File: src/rtl/dmem_arb_pkg.sv
// Shared types for the data-memory arbiter: FSM states, transaction owner
// and a counter-width helper used by the arbiter and its priority block.
package dmem_arb_pkg;

    typedef enum logic [1:0] {
        IDLE   = 2'd0,
        ACCESS = 2'd1,
        RESP   = 2'd2
    } arb_state_t;

    typedef enum logic {
        OWN_CPU = 1'b0,
        OWN_EXT = 1'b1
    } owner_t;

    // Bits needed to hold 0..max_val; never less than one bit.
    function automatic int unsigned cnt_width(input int unsigned max_val);
        return (max_val < 2) ? 1 : $clog2(max_val + 1);
    endfunction

endpackage

File: src/rtl/arb_priority.sv
// Winner selection between the CPU and the external port, with a saturating
// starvation counter that hands the external port priority after MAX_WAIT losses.
module arb_priority
    import dmem_arb_pkg::*;
#(
    parameter int unsigned MAX_WAIT = 4
)(
    input  logic   i_clk,
    input  logic   i_rst,
    input  logic   i_arb_en,
    input  logic   i_cpu_req,
    input  logic   i_ext_req,
    output logic   o_grant_valid,
    output owner_t o_grant_owner
);

    localparam int unsigned   WW       = cnt_width(MAX_WAIT);
    localparam logic [WW-1:0] WAIT_SAT = WW'(MAX_WAIT);

    logic [WW-1:0] r_wait_cnt;
    logic          w_ext_wins;

    // The CPU wins every tie until the external port has lost MAX_WAIT times.
    assign w_ext_wins    = i_ext_req & (~i_cpu_req | (r_wait_cnt == WAIT_SAT));
    assign o_grant_valid = i_arb_en & (i_cpu_req | i_ext_req);
    assign o_grant_owner = w_ext_wins ? OWN_EXT : OWN_CPU;

    always_ff @(posedge i_clk) begin
        if (i_rst) begin
            r_wait_cnt <= '0;
        end else if (i_arb_en) begin
            if (!i_ext_req || w_ext_wins) begin
                r_wait_cnt <= '0;
            end else if (r_wait_cnt != WAIT_SAT) begin
                r_wait_cnt <= r_wait_cnt + WW'(1);
            end
        end
    end

endmodule

File: src/rtl/dmem_arbiter.sv
// Shares the single-port data memory between the CPU MEM stage and the
// external loader/debug port, sequencing each access over MEM_LAT cycles.
//
//   state  | meaning
//   IDLE   | arbitrate; latch winner's request fields
//   ACCESS | drive memory for MEM_LAT cycles, capture read data on the last
//   RESP   | one-cycle done pulse to the owner
module dmem_arbiter
    import dmem_arb_pkg::*;
#(
    parameter int unsigned Nbits    = 64,
    parameter int unsigned MEM_LAT  = 2,
    parameter int unsigned MAX_WAIT = 4
)(
    input  logic             i_clk,
    input  logic             i_rst,
    input  logic             i_cpu_req,
    input  logic             i_cpu_we,
    input  logic [Nbits-1:0] i_cpu_addr,
    input  logic [Nbits-1:0] i_cpu_wdata,
    output logic [Nbits-1:0] o_cpu_rdata,
    output logic             o_cpu_done,
    output logic             o_cpu_stall,
    input  logic             i_ext_req,
    input  logic             i_ext_we,
    input  logic [Nbits-1:0] i_ext_addr,
    input  logic [Nbits-1:0] i_ext_wdata,
    output logic [Nbits-1:0] o_ext_rdata,
    output logic             o_ext_done,
    output logic             o_mem_read,
    output logic             o_mem_write,
    output logic [Nbits-1:0] o_mem_addr,
    output logic [Nbits-1:0] o_mem_wdata,
    input  logic [Nbits-1:0] i_mem_rdata
);

    localparam int unsigned   LW       = cnt_width(MEM_LAT);
    localparam logic [LW-1:0] LAT_LAST = LW'(MEM_LAT - 1);
    localparam logic [LW-1:0] LAT_MAX  = LW'(MEM_LAT);

    arb_state_t       r_state;
    arb_state_t       w_state_nxt;
    logic [LW-1:0]    r_lat_cnt;
    owner_t           r_owner;
    logic             r_we;
    logic [Nbits-1:0] r_addr;
    logic [Nbits-1:0] r_wdata;
    logic [Nbits-1:0] r_cpu_rdata;
    logic [Nbits-1:0] r_ext_rdata;

    logic             w_arb_en;
    logic             w_grant_valid;
    owner_t           w_grant_owner;
    logic             w_last_access;

    assign w_arb_en      = (r_state == IDLE);
    assign w_last_access = (r_state == ACCESS) && (r_lat_cnt == LAT_LAST);

    arb_priority #(
        .MAX_WAIT (MAX_WAIT)
    ) u_priority (
        .i_clk         (i_clk),
        .i_rst         (i_rst),
        .i_arb_en      (w_arb_en),
        .i_cpu_req     (i_cpu_req),
        .i_ext_req     (i_ext_req),
        .o_grant_valid (w_grant_valid),
        .o_grant_owner (w_grant_owner)
    );

    always_ff @(posedge i_clk) begin
        if (i_rst) begin
            r_state <= IDLE;
        end else begin
            r_state <= w_state_nxt;
        end
    end

    always_comb begin
        w_state_nxt = r_state;
        o_mem_read  = 1'b0;
        o_mem_write = 1'b0;
        o_cpu_done  = 1'b0;
        o_ext_done  = 1'b0;
        case (r_state)
            IDLE: begin
                if (w_grant_valid) begin
                    w_state_nxt = ACCESS;
                end
            end
            ACCESS: begin
                o_mem_read  = ~r_we;
                // A write commits in one cycle; the rest of the slot is dead time.
                o_mem_write = r_we & (r_lat_cnt == '0);
                if (w_last_access) begin
                    w_state_nxt = RESP;
                end
            end
            RESP: begin
                w_state_nxt = IDLE;
                o_cpu_done  = (r_owner == OWN_CPU);
                o_ext_done  = (r_owner == OWN_EXT);
            end
            default: begin
                w_state_nxt = IDLE;
            end
        endcase
    end

    always_ff @(posedge i_clk) begin
        if (i_rst) begin
            r_lat_cnt   <= '0;
            r_owner     <= OWN_CPU;
            r_we        <= 1'b0;
            r_addr      <= '0;
            r_wdata     <= '0;
            r_cpu_rdata <= '0;
            r_ext_rdata <= '0;
        end else begin
            case (r_state)
                IDLE: begin
                    if (w_grant_valid) begin
                        r_owner   <= w_grant_owner;
                        r_lat_cnt <= '0;
                        if (w_grant_owner == OWN_EXT) begin
                            r_we    <= i_ext_we;
                            r_addr  <= i_ext_addr;
                            r_wdata <= i_ext_wdata;
                        end else begin
                            r_we    <= i_cpu_we;
                            r_addr  <= i_cpu_addr;
                            r_wdata <= i_cpu_wdata;
                        end
                    end
                end
                ACCESS: begin
                    if (r_lat_cnt != LAT_MAX) begin
                        r_lat_cnt <= r_lat_cnt + LW'(1);
                    end
                    if (w_last_access && !r_we) begin
                        if (r_owner == OWN_EXT) begin
                            r_ext_rdata <= i_mem_rdata;
                        end else begin
                            r_cpu_rdata <= i_mem_rdata;
                        end
                    end
                end
                default: begin
                end
            endcase
        end
    end

    // Address and write data stay on the bus between accesses.
    assign o_mem_addr  = r_addr;
    assign o_mem_wdata = r_wdata;
    assign o_cpu_rdata = r_cpu_rdata;
    assign o_ext_rdata = r_ext_rdata;
    assign o_cpu_stall = i_cpu_req & ~o_cpu_done;

endmodule

File: config.mk
export PLATFORM = sky130hd
export DESIGN_NAME = dmem_arbiter
export DESIGN_NICKNAME = d
export VERILOG_FILES = /design/src/rtl/dmem_arb_pkg.sv /design/src/rtl/arb_priority.sv /design/src/rtl/dmem_arbiter.sv
export SDC_FILE = /design/constraint.sdc
export NUM_CORES = 1
export LEC_CHECK = 0
export BUFFER_PORTS_ARGS = -buffer_cell sky130_fd_sc_hd__buf_4
export CORE_AREA = 4 4 229 231
export CTS_CLUSTER_SIZE = 30
export DETAILED_ROUTE_END_ITERATION = 10
export DIE_AREA = 0 0 233 235
export PLACE_DENSITY = 0.58
export SLEW_MARGIN = 10
export SYNTH_ARGS = -nofsm -noshare
export SYNTH_HDL_FRONTEND = slang
export SYNTH_SLANG_ARGS = --single-unit
File: constraint.sdc
create_clock -name i_clk -period 5.3 [get_ports i_clk]
set_input_delay 0.53 -clock i_clk [delete_from_list [all_inputs] [get_ports i_clk]]
set_output_delay 0.53 -clock i_clk [all_outputs]
set_load 0.02 [all_outputs]
Word-level counts from Yosys, hierarchy flattened
Cells that the tools add are included.

cells by class
  add/subtract/negate cells = 2
  equal/unequal tests = 9
  mux-type cells = 16
  bitwise gates (word level) = 10
  reduce and logical (&&, ||, !) cells = 15

operator list
  operator                                                                  number
  64-bit 2-to-1 mux                                                         2
  3-bit AND reduction                                                       3
  2-bit 2-to-1 mux                                                          4
  2-bit case mux with 2 select lines                                        2
  1-bit 2-to-1 mux                                                          6
  3-bit 2-to-1 mux                                                          2
  2-bit inequality test (second input constant)                             3
  2-bit AND reduction                                                       3
  1-bit bitwise AND                                                         4
  2-bit by 1-bit == test with 1-bit output (second input constant)          2
  2-bit zero test                                                           2
  1-bit inverter                                                            4
  2-bit nonzero test                                                        2
  3-bit by 1-bit adder with 3-bit output (second input constant)            1
  3-bit == test (second input constant)                                     1
  3-bit inequality test (second input constant)                             1
  2-bit by 1-bit adder with 2-bit output (second input constant)            1
  2-bit == test (second input constant)                                     1
  1-bit logical AND                                                         2
  1-bit zero test                                                           2
  2-bit by 1-bit inequality test with 1-bit output (second input constant)  1
  1-bit OR                                                                  2
  1-bit logical OR                                                          1

storage, ports and cells
  register bits = 265
  input bits = 326
  output and inout bits = 261
  word-level logic and storage cells = 61

Logic depth before layout (Yosys ltp)
Gate-level depths: netlist of the first run.

  word-level depth = 6
  gate-level depth with buffers = 7
  gate-level depth less buffers = 5

Hierarchy
From an unflattened synthesis of the first run, not the netlist that was laid out.

second synthesis, totals
  cell total of the unflattened synthesis = 1110
  area total of the unflattened synthesis = 11632.4 µm²

by module, submodules not included
  module        times used  cells each  area each (µm²)
  dmem_arbiter  1           1092        11449.7
  arb_priority  1           18          182.7

Worst setup path after synthesis of the first run
No wires, ideal clock.

  path kind = register to output
  start point = register r_state[1]
  end point = output port o_cpu_stall
  data arrival time = 1.239 ns
  required time = 4.770 ns
  slack = 3.531 ns
  cell stages (with the launch flop) = 3
  cell sequence = dfxtp_1 > nor3b_1 > nor2b_1

between the ends
  longest elaborated chain between the ends = 4

RTL lines
  element                   RTL line             RTL
  start: declaration        dmem_arbiter.sv:41   arb_state_t r_state;
  start signal: assignment  dmem_arbiter.sv:75   r_state <= w_state_nxt;
  2-bit == test             dmem_arbiter.sv:85   case (r_state)
  1-bit 2-to-1 mux          dmem_arbiter.sv:85
  net o_cpu_done            dmem_arbiter.sv:22   output logic o_cpu_done,
  1-bit inverter            dmem_arbiter.sv:159  assign o_cpu_stall = i_cpu_req & ~o_cpu_done;
  1-bit bitwise AND         dmem_arbiter.sv:159
  end: declaration          dmem_arbiter.sv:23   output logic o_cpu_stall,

The timed path passes the listed nets, and every way through them passes these cells.

Worst setup path after layout of the first run
  start point = register u_priority.r_wait_cnt[0]
  end point = register r_wdata[53], in the netlist o_mem_wdata[53]

between the ends
  longest elaborated chain between the ends = 5

RTL lines
  element                   RTL line             RTL
  start: declaration        arb_priority.sv:20   logic [WW-1:0] r_wait_cnt;
  start signal: assignment  arb_priority.sv:35   r_wait_cnt <= r_wait_cnt + WW'(1);
  3-bit == test             arb_priority.sv:24   assign w_ext_wins = i_ext_req & (~i_cpu_req | (r_wait_cnt == WAIT_SAT));
  1-bit OR                  arb_priority.sv:24
  1-bit bitwise AND         arb_priority.sv:24
  1-bit 2-to-1 mux          arb_priority.sv:26   assign o_grant_owner = w_ext_wins ? OWN_EXT : OWN_CPU;
  64-bit 2-to-1 mux         dmem_arbiter.sv:125  if (w_grant_owner == OWN_EXT) begin
  end signal: assignment    dmem_arbiter.sv:128  r_wdata <= i_ext_wdata;
  end signal: assignment    dmem_arbiter.sv:132  r_wdata <= i_cpu_wdata;
  end: declaration          dmem_arbiter.sv:47   logic [Nbits-1:0] r_wdata;

Every way passes these cells.
A chain may end at the register's enable or synchronous reset.

==> metrics.csv, run 1 <==
stage,metric,value,unit
die,start_util,25.24,%
setup_path,crit_fanout,71,
global_route,grt_pass1_vias,12840,
setup_path,reg2reg_from,u_priority.r_wait_cnt[0],
cells_and_area,drive_gt1_share,36.62,%
die,die_area,0.05476,mm²
timing,setup_viol,0,
setup_path,cp_slowest_stage_delay,670,ps
placement,gp_congestion,0.8171,
clock_network,worstSkewPairLatency,530,ps
pwr,p_per_area,312.2,mW/mm²
setup_path,startpoint,u_priority.r_wait_cnt[0],
clock_network,cts_buffer_depth,3,
yosys,synthMuxAreaShare,10.14,%
clock_network,cts_tree,done,
die,ios,587,
setup_path,path_class,reg -> reg,
yosys,ys_ff_latch,265,
timing,final-hold-violation-count,0,
timing,max_freq,0.3661,GHz
placement,placed_cells,2423,
timing,worst_pin_slew,1238,ps
cells_and_area,final_cell_area,0.01842,mm²
global_route,gr-usage-all-layers,17.84,%
clock_network,cts_resized,0,
yosys,syn_avg_cell_area,9.524,µm²
flow_run,maxCapViolations,0,
timing,rsz0062_at_grt,no,
setup_path,worst-r2r-setup-slack,2570,ps
yosys,synthAdderAreaFrac,0.4950,%
setup_path,arrival,3150,ps
yosys,yosysSeqAreaShare,41.98,%
die,die_w,233,µm
routing,drt_iter0_markers,873,
setup_path,setup.worst_path.end_class,flop,
clock_network,root_buffer,clkbuf_16,
setup_path,cp-start-kind,flop,
routing,via_per_inst,5.147,
clock_network,cts_hold_buf,0,
cells_and_area,area_growth,45.74,%
placement,place_area,0.01729,mm²
run_status,outcome,finished clean,
setup_path,critical_path_required,5720,ps
global_route,grt_overflow,0,
setup_path,reg2reg_depth,6,
clock_network,cts_buffers,34,
timing,maxSlewHeadroom,17.44,%
yosys,synthDistinctLibCells,32,
yosys,synthSimpleGateAreaFrac,26.04,%
setup_path,r2r-end,o_mem_wdata[53],
pwr,ir_worst_vdd,0.1947,mV
routing,ant_nets,0,
timing,finalSetupTns,0,ps
yosys,yosysTopAreaCell,dfxtp_1,
yosys,syn_inst,1327,
yosys,syn_area,0.01264,mm²
cells_and_area,final_nets,2118,
pwr,leakage,7.568,nW
setup_path,slowest_stage,a21bo_4,
clock_network,cts_setup_buffers,0,
setup_path,path_cells,inv_1 > ha_1 > a21bo_4 > buf_4 > a2111oi_0 > nor4_1,
routing,firstDrtPassIters,5,
worst_hold_path,hold_class,in -> reg,
die,core,0.05007,mm²
global_route,antenna_found_initial,7,
yosys,synth_xor_area_share,0,%
global_route,grt_first_pass_wirelength,78630,µm
yosys,synth_compound_area_share,14.76,%
clock_network,numClockSinks,265,
clock_network,clk_pin_slew,60,ps
placement,portBuffers,586,
yosys,yosysTopAreaCellShare,41.98,%
die,row_count,82,
yosys,yosysWarnings,0,
die,die_y,235,µm
timing,skew,21.36,ps
routing,drt-total-wl,52650,µm
yosys,synth_top_family_by_area,simple AND/OR/NAND/NOR gates,
routing,num_vias,12810,
cells_and_area,final_cells,2489,
timing,fin_crit_sh,51.54,%
routing,post-route-drc-count,0,
routing,wire_per_inst,21.15,µm
global_route,grt_max_degree,204,
timing,period_needed,2732,ps
timing,finalMaxSlewViolations,0,
placement,dp_hpwl,35520,µm
yosys,netlist_top_cells_area,"dfxtp_1, mux2i_1, nand2b_1, nor4b_1, a2111oi_0",
pwr,p_total,5.750,mW
setup_path,crit_path_end,o_mem_wdata[53],
timing,fin_hold_ws,285.8,ps
clock_network,cts.htree.levels,2,
yosys,synth_fp_nets,1658,
## registers in the layout, indices dropped and copies added, names as in the netlist
register	cells
r_owner	1
o_mem_wdata	64
o_ext_rdata	64
o_cpu_rdata	64
r_state	2
u_priority.r_wait_cnt	3
r_lat_cnt	2
o_mem_addr	64
r_we	1
## per-layer routing
metal / wire length [µm] / share of wire (%) / track usage [%]
met1: 21060 / 40 / 21.68
met2: 25060 / 48 / 29.44
met3: 5123 / 9.7 / 6.529
met4: 1360 / 2.6 / 5.379
met5: 47 / 0.089 / 0
## placed cells by master, fill, tap and decap left out, types with 3 or more instances in the layout
cell type,Yosys,layout
diode_2,0,4
a2111oi_0,129,129
clkbuf_1,98,11
buf_12,0,3
nand2b_1,193,193
clkbuf_8,0,9
nand2_1,4,4
a21oi_1,135,135
mux2i_1,128,128
nor4_1,129,129
buf_4,5,598
ha_1,5,5
clkbuf_16,0,34
nor4b_1,130,130
inv_6,0,3
inv_1,4,4
dfxtp_1,265,265
## stage by stage
step / setup WS, ps / utilization, %
after global placement: 2390 / 34.52
after floorplan: 3531 / -
after detailed placement: 2283 / 34.52
after CTS: 2547 / 36.77
final: 2569 / 36.79
after global routing: 2343 / 36.78
## worst max-delay path: cells and delay by family (launching register included)
kind,cells,cell delay [ps]
AOI/OAI and AO/OA,2,930
and+or+nand+nor,1,370
DFF,1,320
adders and majority gates,1,230
buffers and inverters,2,700
## logic make-up after synthesis
family | Yosys count
AND/OR/NAND/NOR | 475
AO/OA/AOI/OAI | 271
buffers and inverters | 183
adder cells (fa/ha/maj) | 5
multiplexers | 128
flip-flops | 265
## final cells by class
class | count | area, µm²
antenna | 4 | 10.01
clock buffer | 53 | 1002
clock inverter | 9 | 121.4
fill | 5057 | 31650
inverter | 4 | 15.01
multi-input combinational | 879 | 6550
sequential | 265 | 5305
tap | 672 | 840.8
timing repair buffer | 603 | 4574
## power breakdown
group,switching [mW],internal [mW]
logic,0.688,0.521
registers,0.0828,2.13
clock network,0.921,1.41
total,1.69,4.06
## cells in the mapped netlist, drive strengths merged
cell	count
clkbuf	98
o21ai	1
a2111oi	129
or3b	1
nor4	129
nor4b	130
buf	81
nand2b	193
a21bo	1
a21oi	135
and3b	2
nor2b	2
nor2	4
nand3	2
a21boi	1
a2bb2oi	1
nand2	4
or3	1
mux2i	128
inv	4
ha	5
or2	2
o211ai	1
o221ai	2
dfxtp	265
nand4	2
nor3b	3
## worst min-delay path by stage
stage,start,endpoint,cells after the start
after floorplan,u_priority.r_wait_cnt[1],u_priority.r_wait_cnt[1],2
after global placement,o_cpu_rdata[19],o_cpu_rdata[19],2
after detailed placement,o_cpu_rdata[41],o_cpu_rdata[41],2
after CTS,i_mem_rdata[52],o_ext_rdata[52],3
after global routing,i_mem_rdata[26],o_ext_rdata[26],3
final,i_mem_rdata[15],o_ext_rdata[15],3
(Power assumes the default switching activity.)
==> inputs of run 2 (changes only) <==
--- a/config.mk
+++ b/config.mk
@@ -10,7 +10,7 @@
 export CTS_CLUSTER_SIZE = 30
 export DETAILED_ROUTE_END_ITERATION = 10
 export DIE_AREA = 0 0 233 235
-export PLACE_DENSITY = 0.58
+export PLACE_DENSITY = 0.6
 export SLEW_MARGIN = 10
 export SYNTH_ARGS = -nofsm -noshare
 export SYNTH_HDL_FRONTEND = slang
==> constraint.sdc (replaced) <==
create_clock -name i_clk -period 2.4 [get_ports i_clk]
set_input_delay 0.24 -clock i_clk [delete_from_list [all_inputs] [get_ports i_clk]]
set_output_delay 0.24 -clock i_clk [all_outputs]
set_load 0.02 [all_outputs]
==> run 2 against run 1 <==
Against the previous run: flip-flop and latch count unchanged; sequential power rose by 120%; worst hold slack got worse by 270 ps; clock-buffer cell count decreased by 7; fmax grew 29%; non-clock buffer count is 129 higher; combinational power is 140% higher; first-iteration DRC count shrank 6.1%; critical endpoint is now o_mem_wdata[44]; largest cell class unchanged.
==> metrics.csv, run 2 (synthesis results as in run 1) <==
stage,metric,value,unit,change
timing,maxSlewHeadroom,57.62,%,+40 points
cells_and_area,final_cell_area,0.01972,mm²,+7.1%
placement,dp_slack,353.6,ps,-1929 ps
routing,via_per_inst,5.108,,-0.77%
routing,ant_nets,0,,unchanged
setup_path,setup.worst_path.end_class,flop,,
routing,drt_iter0_markers,820,,-6.1%
cells_and_area,final_common_cell,buf_4,,
clock_network,root_buffer,clkbuf_16,,
global_route,gr-usage-all-layers,17.72,%,-0.11 points
global_route,grt_busiest_layer,met2,,
cells_and_area,finalCoreUtilization,39.39,%,+2.6 points
worst_hold_path,hold_end,o_mem_wdata[52],,
timing,worst_slack,278.2,ps,-2290 ps
run_status,outcome,finished clean,,
clock_network,worstSkewPairLatency,590,ps,+60 ps
clock_network,cts_tree,done,,
placement,place_area,0.01762,mm²,+1.9%
global_route,grt_use_met1,21.73,%,+0.046 points
routing,wire_per_inst,20.16,µm,-4.7%
setup_path,cp_slowest_stage_delay,590,ps,-80 ps
cells_and_area,final_cells,2610,,+4.9%
flow_run,maxCapViolations,0,,unchanged
die,start_util,25.24,%,unchanged
timing,final-hold-violation-count,0,,unchanged
timing,period_needed,2122,ps,-609.7 ps
setup_path,slowest_stage,a2111oi_0,,
global_route,use_met2,30.21,%,+0.77 points
setup_path,r2r-end,o_mem_wdata[44],,
setup_path,reg2reg_depth,6,,unchanged
placement,portBuffers,586,,unchanged
die,die_area,0.05476,mm²,unchanged
clock_network,cts_buffers,31,,-8.8%
timing,skew,23.89,ps,+2.533 ps
global_route,grt_overflow,0,,unchanged
timing,max_freq,0.4713,GHz,+29%
worst_hold_path,min_from,i_ext_wdata[52],,
placement,placed_cells,2444,,+0.87%
die,row_count,82,,unchanged
timing,worst_pin_slew,635.7,ps,-602.7 ps
placement,dp_hpwl,35500,µm,about the same
setup_path,critical_path_required,2850,ps,-2870 ps
global_route,grt_max_degree,133,,-35%
worst_hold_path,hold_path_depth,3,,unchanged
global_route,antenna_found_initial,2,,-5
setup_path,cp-start-kind,flop,,
die,ios,587,,unchanged
setup_path,crit_fanout,34,,-52%
routing,drt-total-wl,52610,µm,about the same
global_route,met3_usage,5.281,%,-1.2 points
global_route,grt_pass1_vias,13560,,+5.6%
clock_network,cts_buffer_depth,3,,unchanged
clock_network,clk_pin_slew,60,ps,about the same
cells_and_area,area_growth,56.06,%,
timing,setup_viol,0,,unchanged
timing,rsz0062_at_grt,no,,
cells_and_area,drive_gt1_share,35.36,%,-1.3 points
worst_hold_path,hold_class,in -> reg,,
cells_and_area,layout_common_cells,"buf_4, dfxtp_1, nand2b_1",,
setup_path,worst-r2r-setup-slack,280,ps,-2290 ps
setup_path,reg2reg_from,u_priority.r_wait_cnt[0],,
routing,firstDrtPassIters,7,,+2
clock_network,numClockSinks,265,,unchanged
timing,fin_crit_sh,88.41,%,+37 points
pwr,p_per_area,635.7,mW/mm²,+100%
setup_path,path_cells,inv_1 > ha_1 > a21bo_4 > buf_12 > a2111oi_0 > nor4_1,,
global_route,grt_first_pass_wirelength,79490,µm,+1.1%
clock_network,cts.htree.levels,1,,-1
die,die_y,235,µm,unchanged
routing,post-route-drc-count,0,,unchanged
die,die_w,233,µm,unchanged
timing,finalSetupTns,0,ps,unchanged
die,core,0.05007,mm²,unchanged
placement,gp_congestion,0.8184,,+0.16%
setup_path,path_class,reg -> reg,,
setup_path,arrival,2570,ps,-580 ps
timing,finalMaxSlewViolations,0,,unchanged
routing,num_vias,13330,,+4.1%
cells_and_area,final_nets,2244,,+5.9%
pwr,ir_worst_vdd,0.5203,mV,+170%
pwr,leakage,8.139,nW,+7.5%
-- run 2: through the flow --
stage / power (mW) / hold slack [ps]
floorplan: 6.390 / 415.9
global placement: 7.680 / 459.6
detailed placement: 7.718 / 467.9
CTS: 12.67 / 0.3691
global route: 13.05 / 9.554
finish: 12.54 / 14.86
-- run 2: area by class of cell --
type / instances / area [µm²]
Fill cell: 4945 / 30340
Antenna cell: 1 / 2.502
Timing Repair Buffer: 732 / 5988
Clock inverter: 11 / 100.1
Clock buffer: 46 / 922.1
Sequential cell: 265 / 5305
Inverter: 4 / 15.01
Tap cell: 672 / 840.8
Multi-Input combinational cell: 879 / 6550
-- run 2: how the worst max path moves through the flow --
stage	cells after the start	to	start
2_1_floorplan	7	o_mem_wdata[56]	u_priority.r_wait_cnt[0]
3_3_place_gp	6	o_mem_wdata[24]	u_priority.r_wait_cnt[0]
3_5_place_dp	6	o_mem_addr[1]	u_priority.r_wait_cnt[0]
4_1_cts	6	o_mem_addr[1]	u_priority.r_wait_cnt[0]
5_1_grt	6	o_mem_wdata[26]	u_priority.r_wait_cnt[0]
6_report	6	o_mem_wdata[44]	u_priority.r_wait_cnt[0]
-- run 2: layer usage --
metal | vias up | wire length [µm]
met5 | - | 16
met4 | 2 | 1430
met3 | 80 | 4729
met2 | 557 | 25040
met1 | 6440 | 21390
li1 | 6252 | -
-- run 2: power breakdown --
| group | internal [mW] | switching (mW) | total, mW |
|---|---|---|---|
| sequential | 4.70 | 0.188 | 4.89 |
| clock | 2.76 | 1.99 | 4.75 |
| combinational | 1.33 | 1.57 | 2.90 |
-- run 2: timing repair --
item                       CTS  global route
hold buffers               108             0
buffers inserted             0             0
resized for setup            0             0
setup endpoints to repair    0             0
hold endpoints to repair   163             0
-- run 2: worst max-delay path, delay by kind of cell, from the launching register on --
family,cells,cell delay [ps]
adder cells (fa/ha/maj),1,250
AO/OA/AOI/OAI,2,940
AND/OR/NAND/NOR,1,140
buffers and inverters,2,290
flip-flops,1,350
